File: config.mk
export PLATFORM = sky130hd
export DESIGN_NAME = mux_8_32bit
export DESIGN_NICKNAME = d
export VERILOG_FILES = /design/src/rtl/mux_8_32bit.sv
export SDC_FILE = /design/constraint.sdc
export NUM_CORES = 1
export LEC_CHECK = 0
export ABC_CLOCK_PERIOD_IN_PS = 800
export BUFFER_PORTS_ARGS = -buffer_cell sky130_fd_sc_hd__buf_2
export CORE_MARGIN = 8
export CORE_UTILIZATION = 35
export DETAILED_ROUTE_END_ITERATION = 16
export PLACE_DENSITY = 0.85
export SLEW_MARGIN = 20
export SYNTH_ARGS = -nofsm -noshare
export SYNTH_HDL_FRONTEND = slang
export SYNTH_SLANG_ARGS = --single-unit
File: constraint.sdc
create_clock -name clk -period 0.8 [get_ports clk]
set_clock_uncertainty 0.1 [all_clocks]
set_input_delay 0.12 -clock clk [delete_from_list [all_inputs] [get_ports clk]]
set_output_delay 0.12 -clock clk [all_outputs]
set_load 0.02 [all_outputs]
File: src/rtl/mux_8_32bit.sv
// mux_8_32bit: registered 8-to-1 word multiplexer for the ALU output stage.
// ch picks one of in0..in7. The chosen word is loaded into out on a rising clk
// edge when en is high. rst_n clears out asynchronously.
module mux_8_32bit #(
  parameter int WIDTH = 32,
  parameter int SEL_W = 3   // fixed: eight inputs need exactly three select bits
) (
  input  logic             clk,
  input  logic             rst_n,
  input  logic             en,
  input  logic [SEL_W-1:0] ch,
  input  logic [WIDTH-1:0] in0,
  input  logic [WIDTH-1:0] in1,
  input  logic [WIDTH-1:0] in2,
  input  logic [WIDTH-1:0] in3,
  input  logic [WIDTH-1:0] in4,
  input  logic [WIDTH-1:0] in5,
  input  logic [WIDTH-1:0] in6,
  input  logic [WIDTH-1:0] in7,
  output logic [WIDTH-1:0] out
);

  logic [WIDTH-1:0] sel_next;
  logic [WIDTH-1:0] out_reg;

  // Selection: every 3-bit code maps to an input, so no default branch is needed
  // and an unselected input never reaches the register.
  always_comb begin
    sel_next = in0;
    case (ch)
      3'd0: sel_next = in0;
      3'd1: sel_next = in1;
      3'd2: sel_next = in2;
      3'd3: sel_next = in3;
      3'd4: sel_next = in4;
      3'd5: sel_next = in5;
      3'd6: sel_next = in6;
      3'd7: sel_next = in7;
    endcase
  end

  // Output register: clears at once on reset, loads the selected word when enabled,
  // and otherwise holds its value.
  always_ff @(posedge clk or negedge rst_n) begin
    if (!rst_n) begin
      out_reg <= '0;
    end else if (en) begin
      out_reg <= sel_next;
    end
  end

  assign out = out_reg;

endmodule

* After elaboration in Yosys (flattened, before gate mapping)
Cells that the tools add are included.
Cells by class: reduce and logical (&&, ||, !) cells 1, muxes and demuxes 1, equality and inequality tests 7
Operators with widths (count):
- $pmux W32 S8 | 1
- $eq A3 B3 Y1 const B | 4
- $eq A3 B2 Y1 const B | 2
- $eq A3 B1 Y1 const B | 1
- $logic_not A3 Y1 | 1
Word-level totals: input bits 262, word-level logic and storage cells 10, register bits after elaboration 32, output and inout bits 32

* Logic depth before layout (Yosys ltp)
Gate-level depths: netlist of run 1.
word-level depth 2, depth in mapped cells 7, depth with buffers taken out 4

* Least setup slack after synthesis of run 1
No wires, ideal clock.
path kind input port to flip-flop, start point input ch[0], end point register out_reg[21], in the netlist out[21], path buffers 3, library setup time 0.132 ns, data required time 0.568 ns, setup slack -0.457 ns, cell stages on the path 7, data arrival time 1.025 ns, cell sequence buf_4 -> nand2b_1 -> buf_2 -> buf_2 -> o22ai_1 -> o221ai_1 -> o21ai_1
Between the ends: longest elaborated chain between the ends 2, elaborated cells between the ends (all ways) 9, classes of those cells eq/ne: 7; mux: 1; reduce/logical: 1
RTL lines:
- from (decl) | RTL line 11 | input logic [SEL_W-1:0] ch,
- $eq A3 B3 Y1, or another cell as far along | RTL line 30 | case (ch)
- $pmux W32 S8 * | RTL line 30
- to (signal assigned) | RTL line 48 | out_reg <= sel_next;
- to (decl) | RTL line 24 | logic [WIDTH-1:0] out_reg;
Mark *: on every way between the ends. The rest lies on a longest branch, timed or not. A chain may end at the register's enable or synchronous reset.

* Worst setup path after layout of run 1
start point input ch[1], end point register out_reg[12], in the netlist out[12]
Same word-level chain as after synthesis.

==> results of run 1 <==
power groups by stage:
stage	registers [W]	clock network, W	logic (W)
floorplan	0.00223	0	0.00126
global placement	0.00196	0	0.00284
detailed placement	0.00197	0	0.00291
CTS	0.00199	0.00143	0.00372
global route	0.00202	0.00148	0.00424
finish	0.00201	0.00139	0.00406
layout make-up:
class	instances	share of cell area [%]
Multi-Input combinational cell	247	37.7
Clock buffer	7	1.44
Tap cell	129	2.41
Timing Repair Buffer	383	43.4
Sequential cell	32	11.9
Antenna cell	3	0.112
Inverter	53	2.96
per-stage QoR:
stage               cells  cell area, um2  utilization [%]
finish                854            6710             72.3
global route          854            6710             72.3
CTS                   846            6500             70.0
detailed placement    807            5350             57.6
global placement      807            5350             57.6
floorplan             370            3450                -
layer usage:
metal / up-vias / routed length (um)
met5: - / 0
met4: 0 / 1260
met3: 103 / 1950
met2: 394 / 10500
met1: 2301 / 7100
li1: 2122 / -
worst reg2reg max path: stages, from the launching register on:
cell     delay (ns)
dfrtp_1        0.40
buf_4          0.14
inv_1          0.05
o21ai_1        0.08
placed cells by master, fill, tap and decap left out, types with 2 or more instances in the layout:
| cell type | Yosys | final |
|---|---|---|
| buf_2 | 13 | 258 |
| mux2i_1 | 93 | 78 |
| buf_6 | 6 | 54 |
| inv_1 | 53 | 52 |
| buf_4 | 3 | 37 |
| dfrtp_1 | 32 | 32 |
| o22ai_1 | 37 | 31 |
| o21ai_1 | 21 | 23 |
| o221ai_2 | 0 | 20 |
| buf_12 | 1 | 19 |
| a221oi_2 | 15 | 18 |
| mux2i_2 | 0 | 10 |
| buf_16 | 0 | 10 |
| o22ai_2 | 2 | 8 |
| clkbuf_8 | 0 | 7 |
| a21oi_1 | 9 | 6 |
| nor2_1 | 6 | 5 |
| mux2i_4 | 0 | 5 |
| o21ai_2 | 0 | 5 |
| a2bb2oi_2 | 0 | 4 |
| o21ai_0 | 11 | 4 |
| a2bb2oi_1 | 8 | 4 |
| diode_2 | 0 | 3 |
| a21oi_2 | 0 | 3 |
| a221oi_4 | 0 | 3 |
| buf_8 | 3 | 3 |
| nand2_4 | 0 | 2 |
| nand2_2 | 1 | 2 |
| a211oi_1 | 2 | 2 |
| mux4_2 | 2 | 2 |
worst paths after layout:
check / start / end / slack, ns / cells after the start
worst max-delay path: ch[1] / out[12] / -0.39 / 7
worst min-delay path: in0[25] / out[25] / 0.02 / 3
worst max register to register: out[12] / out[12] / -0.10 / 3
worst min register to register: out[6] / out[6] / 0.43 / 2
max in group asynchronous: rst_n / out[6] / 0.18 / 3
min in group asynchronous: rst_n / out[20] / 0.23 / 3
timing repair:
| item | 4_1_cts | 5_1_grt |
|---|---|---|
| hold buffers | 1 | 0 |
| gates cloned | 12 | 1 |
| pin swaps | 46 | 25 |
| endpoints found under the setup margin | 64 | 64 |
| setup buffers | 19 | 10 |
| resized for setup | 160 | 41 |
| endpoints found under the hold margin | 32 | 0 |
cell families (layout without fill, tap and decap cells):
kind of cell,after synthesis,after routing,synth area share [%]
buffers and inverters,91,443,13.8
DFF,32,32,23.9
other,0,3,0
AOI/OAI and AO/OA,135,135,30.8
and+or+nand+nor,17,17,2.42
muxes,95,95,29.1
==> summary.md, run 1 <==
| Metric | Value |
|---|---|
| Number of routed nets with antenna violations | 0 |
| Largest net degree at the start of global routing | 35 |
| Cts bufs inserted | 5 |
| Total GRT Usage | 27.7% |
| Minimum clock period | 1.19 ns |
| Syn nets | 632 |
| Min Hold Slack | 0.0221 ns |
| Final Hold Vio Count | 0 |
| Combinational share of power | 54.5% |
| Most used DFF post-synth | dfrtp_1 |
| Starting Density | about 36% |
| Bufs on Longest Clock Path | 2 |
| Initial antenna violation count | 3 |
| Net Switching | 0.00270 W |
| Least-Margin Pin Slew | 0.315 ns |
| Slew Viols, Final | 0 |
| Power Dens Cells | 1110 nW/um2 |
| VDD IR-drop max | 0.580 mV |
| Register bit total from synthesis | 32 |
| Die width | 114 um |
| Switch share | 36.2% |
| Reg clk slew, reported paths | 0.08 ns |
| Multi-input gate area | around 2500 um2 |
| Die height | 114 um |
| Vias in the first global route | 5,214 |
| Row cnt | 35 |
| Lkg Pwr | 3.45 nW |
| YS warnings | 0 |
| Clk pwr share | 18.6% |
| Cell accounting for the most synthesized area | mux2i_1 |
| # fillers | 653 |
| Vias | 4,920 |
| Critical path's slowest cell | a221oi_2 |
| Max reg flops | 32 |
| Register area share after synthesis | between 20% and 30% |
| P_int | 0.00476 W |
| Core ar. | around 9300 um2 |
| WS Path Type | in2reg |
| WP data arrival | 1.27 ns |
| Setup WS pre-CTS | -0.657 ns |
| Fraction of layout instances using a drive strength above 1 | between 60 and 70% |
| Post-synth top cells | mux2i_1 (93), inv_1 (53), o22ai_1 (37) |
| Buf+Inv Stages, Crit Path | 3 |
| Storage element area | 801 um2 |
| Avg WL per Cell | 24.4 um |
| CTS tree | done |
| Post-Synthesis Cells | 370 |
| Crit-path cells | buf_16, buf_12, buf_6, mux2i_1, a221oi_2, o221ai_2, o21ai_1 |
| CP Capture Type | register |
| Post-Syn Area | around 3400 um2 |
| Ranking of synthesized cells by area | mux2i_1 (28%), dfrtp_1 (24%), o22ai_1 (6.9%), a221oi_2 (6.7%), inv_1 (5.9%) |
| DR vias/cell | 5.76 |
| Status | finished with violations |
| Met2 usage | between 50% and 60% |
| First-pass GRT wire length | 28,000 um |
| CP max stage delay | 0.30 ns |
| Total congestion overflow | 0 |
| Top-Level Pins | 294 |
| RSZ-0062 raised after global routing | true |
| Die area | between 10,000 and 15,000 um2 |
| PnR worst setup slack | -0.388 ns |
| GR Layer Usage met1 | 27.8% |
| Worst skew pair latency | 0.27 ns |
| Grt met3 use | between 7 and 8% |
| Iter 0 DRT Violations | around 400 |
| Register share of total power | 26.9% |
| Global route hottest layer | met2 |
| Area Growth Syn to Fin | 100% |
| Relative slew margins | 78.4% |
| Post-Syn Area per Cell | slightly above 9 um2 |
| Pwr Total | 0.00746 W |
| Count leader, synth | mux2i_1 |
| Htree depth | 2 |
| 1st-pass router iterations | 5 |
| Final #Nets | 984 |
| Routability cong. | 0.907 |
| Setup violators final | 64 |
| Max Fanout on Critical Path | 5 |
| Critical Path RT | between 0.8 and 0.9 ns |
| Final WL | approximately 21,000 um |
| Failing checks | setup timing |
| Top cell type's share of synthesized area | 27.7% |
| Hold Path Class | in2reg |
| Root Driver | clkbuf_8 |
| Top delay family on crit path | compound AO/OA/AOI/OAI gates |
| I/O Buffers | 293 |
| Post-synth cell types | 30 |
| DRC viols | 0 |
| Post-synth EDFFs | 0 |
| Max-cap check violation count | 0 |
| Share of flip-flops with an asynchronous set or reset | 100% |
| Critical Path Source Type | input pin |
| Period utilisation layout | 148% |
| Fmax | about 840 MHz |
| Num Clock Sinks | 32 |
| Final setup TNS | -15.34 ns |
| Post-DP HPWL | 13,700 um |
(Power assumes the default switching activity.)
==> inputs of run 2 (changes only) <==
CORE_AREA = 5 5 110 112   (was not set)
CORE_MARGIN = not set   (was 8)
CORE_UTILIZATION = not set   (was 35)
DIE_AREA = 0 0 115 117   (was not set)
PLACE_DENSITY = 0.77   (was 0.85)
==> run 2 against run 1 <==
  * The flow still finishes with violations (setup timing)
  * Final cell count is 0.35% lower
  * Clock-buffer cell count is 1 lower
  * Die area is 3.7% higher
  * Largest cell class unchanged
==> summary.md, run 2 (synthesized netlist as in run 1, its figures left out) <==
| Metric | Value |
|---|---|
| PnR worst setup slack | -0.303 ns (+0.0851 ns) |
| Critical Path Source Type | input pin |
| Row cnt | 39 (+11%) |
| Htree depth | 2 (unchanged) |
| VDD IR-drop max | 0.819 mV (+41%) |
| WP data arrival | 1.15 ns (-0.12 ns) |
| Status | finished with violations |
| Buf+Inv Stages, Crit Path | 4 (+1) |
| Final design instance area without fill | 6650 um2 (-0.88%) |
| Least-Margin Pin Slew | 0.253 ns (-0.0625 ns) |
| # fillers | 939 (+44%) |
| Failing checks | setup timing |
| Vias in the first global route | 4,605 (-12%) |
| Final setup TNS | -13.38 ns (+1.96 ns) |
| Critical path launch point | ch[1] |
| R2R Setup Slk | -0.16 ns (-0.06 ns) |
| Power Dens Cells | 1210 nW/um2 (+9.1%) |
| Number of routed nets with antenna violations | 0 (unchanged) |
| Hold_sp | in0[0] |
| Fraction of layout instances using a drive strength above 1 | 66.5% (+0.41 points) |
| Most frequent cells in the layout | buf_2 (258), mux2i_1 (63), inv_1 (51), buf_6 (51), dfrtp_1 (32) |
| Final Hold Vio Count | 0 (unchanged) |
| Critical Path RT | 0.85 ns (-0.03 ns) |
| Bufs on Longest Clock Path | 2 (unchanged) |
| Largest net degree at the start of global routing | 40 (+14%) |
| Routability cong. | 0.828 (-8.8%) |
| Post-DP HPWL | 12,900 um (-6.1%) |
| Area after DPL | 5220 um2 (-2.4%) |
| Vias | 4,459 (-9.4%) |
| Avg WL per Cell | 20.3 um (-17%) |
| Worst skew pair latency | 0.28 ns (about the same) |
| DRC viols | 0 (unchanged) |
| Hold Path Class | in2reg |
| Lkg Pwr | 3.34 nW (-3.3%) |
| Min Hold Slack | 0.0410 ns (+0.0189 ns) |
| Num Clock Sinks | 32 (unchanged) |
| I/O Buffers | 293 (unchanged) |
| Cts bufs inserted | 5 (unchanged) |
| Initial antenna violation count | 2 (-1) |
| CTS tree | done |
| Root Driver | clkbuf_16 |
| Commonest non-fill, non-tap cell in the layout | buf_2 |
| Total GRT Usage | 23.2% (-4.6 points) |
| Max-cap check violation count | 0 (unchanged) |
| Fmax | 907 MHz (+7.7%) |
| Top-Level Pins | 294 (unchanged) |
| Worst R2R Start | out[20] |
| Most used cell, CP | buf_16 |
| Max Fanout on Critical Path | 6 (+1) |
| Final #Nets | 968 (-1.6%) |
| Die area | 13,500 um2 (+3.7%) |
| Minimum clock period | 1.10 ns (-0.0851 ns) |
| Setup violators final | 64 (unchanged) |
| Crit-path cells | buf_16, buf_12, buf_16, buf_6, mux2i_1, o22ai_1, o221ai_1, o21ai_1 |
| Slew Viols, Final | 0 (unchanged) |
| Top delay family on crit path | buffers and inverters |
| Die width | 115 um (+0.95%) |
| Core ar. | 11,100 um2 (+20%) |
| RSZ-0062 raised after global routing | true |
| Relative slew margins | 82.7% (+4.3 points) |
| CP Capture Type | register |
| Final non-filler cell total | 851 (-0.35%) |
| 1st-pass router iterations | 4 (-1) |
| Period utilisation layout | 138% (-11 points) |
| Placed instance count | 811 (+0.50%) |
| Max reg flops | 32 (unchanged) |
| Core Util, Final | 59.8% (-12 points) |
| DR vias/cell | 5.24 (-9.1%) |
| CP max stage delay | 0.17 ns (-0.13 ns) |
| Critical path's slowest cell | mux2i_1 |
| First-pass GRT wire length | 23,800 um (-15%) |
| Area Growth Syn to Fin | 98.2% |
| Final WL | 17,300 um (-17%) |
| WS Path Type | in2reg |
| Die height | 117 um (+2.7%) |
| Total congestion overflow | 0 (unchanged) |
| Starting Density | 30.2% (-6.0 points) |
| Reg clk slew, reported paths | 0.06 ns (-0.02 ns) |
| Iter 0 DRT Violations | 251 (-36%) |
run 2: cell count changes in the layout (fill, tap and decap cells not counted), sizes merged:
cell | before | now
inv | 53 | 52
clkinvlp | 0 | 1
diode | 3 | 1
bufinv | 0 | 1
buf | 381 | 364
clkinv | 0 | 1
run 2: per-layer routing:
layer / vias to the layer above / share of wire (%) / track usage, %
met5: - / 0.058 / 0
met4: 2 / 5.0 / 11.7
met3: 51 / 9.8 / 5.45
met2: 265 / 51 / 42.4
met1: 2048 / 34 / 24.9
li1: 2093 / - / -
run 2: metrics by stage:
step | power, W | worst slack (ns)
6_report | 0.00806 | -0.303
2_1_floorplan | 0.00349 | -0.421
3_3_place_gp | 0.00477 | -0.706
5_1_grt | 0.00845 | -0.334
4_1_cts | 0.00789 | -0.273
3_5_place_dp | 0.00482 | -0.750
run 2: layout make-up:
cell class              instances  area, um2  area share (%)
diodes                          1       2.50          0.0376
repair buffers                367       2680            40.2
multi-input cells             247       2630            39.5
well taps                     143        179            2.69
clock buffers                   6        129            1.94
flip-flops and latches         32        801            12.0
inverters                      53        203            3.05
clock inverters                 2       35.0           0.527
run 2: power by group:
group / total (W) / internal, W / leakage, nW / switching, W
Clock: 0.00217 / 0.00146 / 0.0808 / 0.000706
Sequential: 0.00200 / 0.00183 / 0.392 / 0.000170
Combinational: 0.00389 / 0.00212 / 2.87 / 0.00177
run 2: worst paths after layout:
check,cells after the start,end
setup / recovery,8,out[12]
hold / removal,3,out[0]
setup reg to reg,4,out[20]
hold reg to reg,2,out[10]
max in group asynchronous,3,out[20]
min in group asynchronous,3,out[0]
run 2: timing repair:
action,4_1_cts,5_1_grt
hold buffers,1,0
endpoints found under the setup margin,64,64
gates resized for setup,181,31
pin swaps,46,15
setup buffers,14,10
endpoints found under the hold margin,32,0
gates cloned,5,2
run 2: worst min-delay path, cell delays in order:
cell	delay (ns)
buf_2	0.09
o21ai_2	0.06
o22ai_2	0.10
==> inputs of run 3 (changes only) <==
ABC_CLOCK_PERIOD_IN_PS = 1300   (was 800)
CORE_AREA = 5 5 112 114   (was 5 5 110 112)
CTS_BUF_LIST = sky130_fd_sc_hd__clkbuf_8   (was not set)
DIE_AREA = 0 0 117 119   (was 0 0 115 117)
PLACE_DENSITY = 0.72   (was 0.77)
clock period = 1.3 ns   (was 0.8 ns; I/O delays follow)
==> run 3 against run 2 <==
  * The flow now finishes without violations
  * Sequential share of layout area up 3.1 points
  * Utilization is 13 points lower
  * Clock-buffer cell count fell by 1
  * Power shrank 52%
  * Largest power group unchanged
  * Routed wire length decreased by 13%
  * Final cell count decreased by 4.5%
  * Cell area down 21%
  * Highest routed layer unchanged
  * Combinational power is 56% lower
  * Sequential power down 41%
  * Clock power shrank 56%
  * Sequential cell count stayed put
  * Setup slack gained 0.31 ns
==> summary.md, run 3 (synthesized netlist as in run 1, its figures left out) <==
| Metric | Value |
|---|---|
| Most frequent cells in the layout | buf_2 (291), mux2i_1 (92), inv_1 (54) |
| Setup WS pre-CTS | -0.335 ns (+0.415 ns) |
| Max-cap check violation count | 0 (unchanged) |
| R2R Setup Slk | 0.52 ns (+0.68 ns) |
| Critical Path Source Type | input pin |
| Slew Viols, Final | 0 (unchanged) |
| Hold Path Class | in2reg |
| Root Driver | clkbuf_8 |
| Fmax | 776 MHz |
| Max Fanout on Critical Path | 10 (+4) |
| Max reg flops | 32 (unchanged) |
| DR vias/cell | 5.08 (-3.1%) |
| Top-Level Pins | 294 (unchanged) |
| R2r worst-path depth | 2 (-2) |
| Commonest non-fill, non-tap cell in the layout | buf_2 |
| Power Dens Cells | 733 nW/um2 (-40%) |
| Starting Density | 29.6% (-0.52 points) |
| Met3 WL | 1480 um (-12%) |
| # diodes | 0 (-1) |
| Post-DP HPWL | 12,800 um (-1.1%) |
| Top Layer Used | met5 |
| Total GRT Usage | 20.1% (-3.1 points) |
| Core Util, Final | 46.7% (-13 points) |
| Final #Nets | 931 (-3.8%) |
| WS Path Type | in2reg |
| Worst hold stages | 3 (unchanged) |
| Vias in the first global route | 4,227 (-8.2%) |
| CTS tree | done |
| Pwr Total | 0.00387 W (-52%) |
| Lkg Pwr | 2.93 nW (-12%) |
| Area after DPL | 5140 um2 (-1.6%) |
| Minimum clock period | 1.29 ns |
| Vias | 4,127 (-7.4%) |
| Routed length on met1 | 5280 um (-10%) |
| Placed instance count | 804 (-0.86%) |
| Iter 0 DRT Violations | 209 (-17%) |
| Final Hold Vio Count | 0 (unchanged) |
| Total congestion overflow | 0 (unchanged) |
| Final design instance area without fill | 5290 um2 (-21%) |
| Die width | 117 um (+1.7%) |
| Worst skew pair latency | 0.29 ns (about the same) |
| Hold_sp | in0[0] |
| Routed wire length on met2 | 7670 um (-13%) |
| Number of routed nets with antenna violations | 0 (unchanged) |
| Worst R2R Start | out[22] |
| Bufs on Longest Clock Path | 2 (unchanged) |
| Area Growth Syn to Fin | 57.6% |
| Setup violators final | 0 (-100%) |
| Die height | 119 um (+1.7%) |
| Fraction of layout instances using a drive strength above 1 | 53.9% (-13 points) |
| Initial antenna violation count | 1 (-1) |
| Final WL | 15,000 um (-13%) |
| Htree depth | 2 (unchanged) |
| First-pass GRT wire length | 21,500 um (-9.6%) |
| Core ar. | 11,300 um2 (+1.8%) |
| Relative slew margins | 73.9% (-8.8 points) |
| Num Clock Sinks | 32 (unchanged) |
| Largest net degree at the start of global routing | 33 (-18%) |
| Routability cong. | 0.812 (-1.8%) |
| Critical Path RT | 1.37 ns (+0.52 ns) |
| Cts bufs inserted | 5 (unchanged) |
| I/O Buffers | 293 (unchanged) |
| Least-Margin Pin Slew | 0.382 ns (+0.129 ns) |
| DRC viols | 0 (unchanged) |
| VDD IR-drop max | 0.321 mV (-61%) |
| Reg clk slew, reported paths | 0.08 ns (+0.02 ns) |
| Post-CTS Setup Bufs | 0 (-14) |
| CP Capture Type | register |
| RSZ-0062 raised after global routing | false |
| 1st-pass router iterations | 4 (unchanged) |
| Hold Path End | out[0] |
| Row cnt | 39 (unchanged) |
| Final non-filler cell total | 813 (-4.5%) |
| Critical path launch point | ch[0] |
| PnR worst setup slack | 0.0118 ns (+0.315 ns) |
| Die area | 13,900 um2 (+3.5%) |
| Reg2reg end | out[22] |
| Status | completed |
| WP data arrival | 1.36 ns (+0.21 ns) |
| Avg WL per Cell | 18.5 um (-9.0%) |
| Period utilisation layout | 99.1% |
==> run 3: cell types whose count changed in the layout (fill, tap and decap cells not counted), sizes merged <==
| cell | previous run | this run |
|---|---|---|
| buf | 364 | 328 |
| clkinvlp | 1 | 0 |
| clkbuf | 8 | 6 |
| diode | 1 | 0 |
| inv | 52 | 54 |
==> run 3: how the worst max path moves through the flow <==
stage                          to  depth (start not counted)
after global routing      out[23]                          6
after detailed placement  out[24]                          6
after global placement    out[24]                          6
after floorplan           out[25]                          7
after CTS                 out[23]                          6
final                     out[23]                          6
==> run 3: metrics by stage <==
step                      TNS (ns)  hold WS (ns)
final                            0        0.0968
after global routing             0         0.101
after CTS                        0        0.0793
after detailed placement     -6.64        0.0718
after global placement       -5.70        0.0687
after floorplan            -0.0612        -0.201
==> run 3: report_power, final <==
group / internal [W] / leakage [nW] / switching (W)
Clock: 0.000561 / 0.0593 / 0.000403
Sequential: 0.00113 / 0.392 / 0.0000693
Combinational: 0.000833 / 2.48 / 0.000882
==> run 3: area by class of cell <==
type                    instances  area [um2]
inverters                      53         199
clock inverters                 3        38.8
multi-input cells             247        2110
flip-flops and latches         32         801
fillers                      1160        6030
well taps                     143         179
clock buffers                   5        68.8
repair buffers                330        1890
==> run 3: timing repair <==
item / CTS / global route
hold endpoints to repair: 32 / 0
hold buffers: 1 / 0
resized for setup: 1 / 7
pin swaps: 0 / 2
endpoints found under the setup margin: 1 / 4
==> run 3: per-layer routing <==
layer | track usage, % | up-vias
met3 | 4.31 | 35
met1 | 21.1 | 1864
met5 | 0 | -
met4 | 9.25 | 2
li1 | - | 2002
met2 | 37.3 | 224
==> run 3: critical path, stage by stage <==
cell and delay, ns:
clkbuf_4 0.17, buf_4 0.24, mux2i_1 0.32, o22ai_1 0.17
a21oi_2 0.16, o22ai_1 0.09
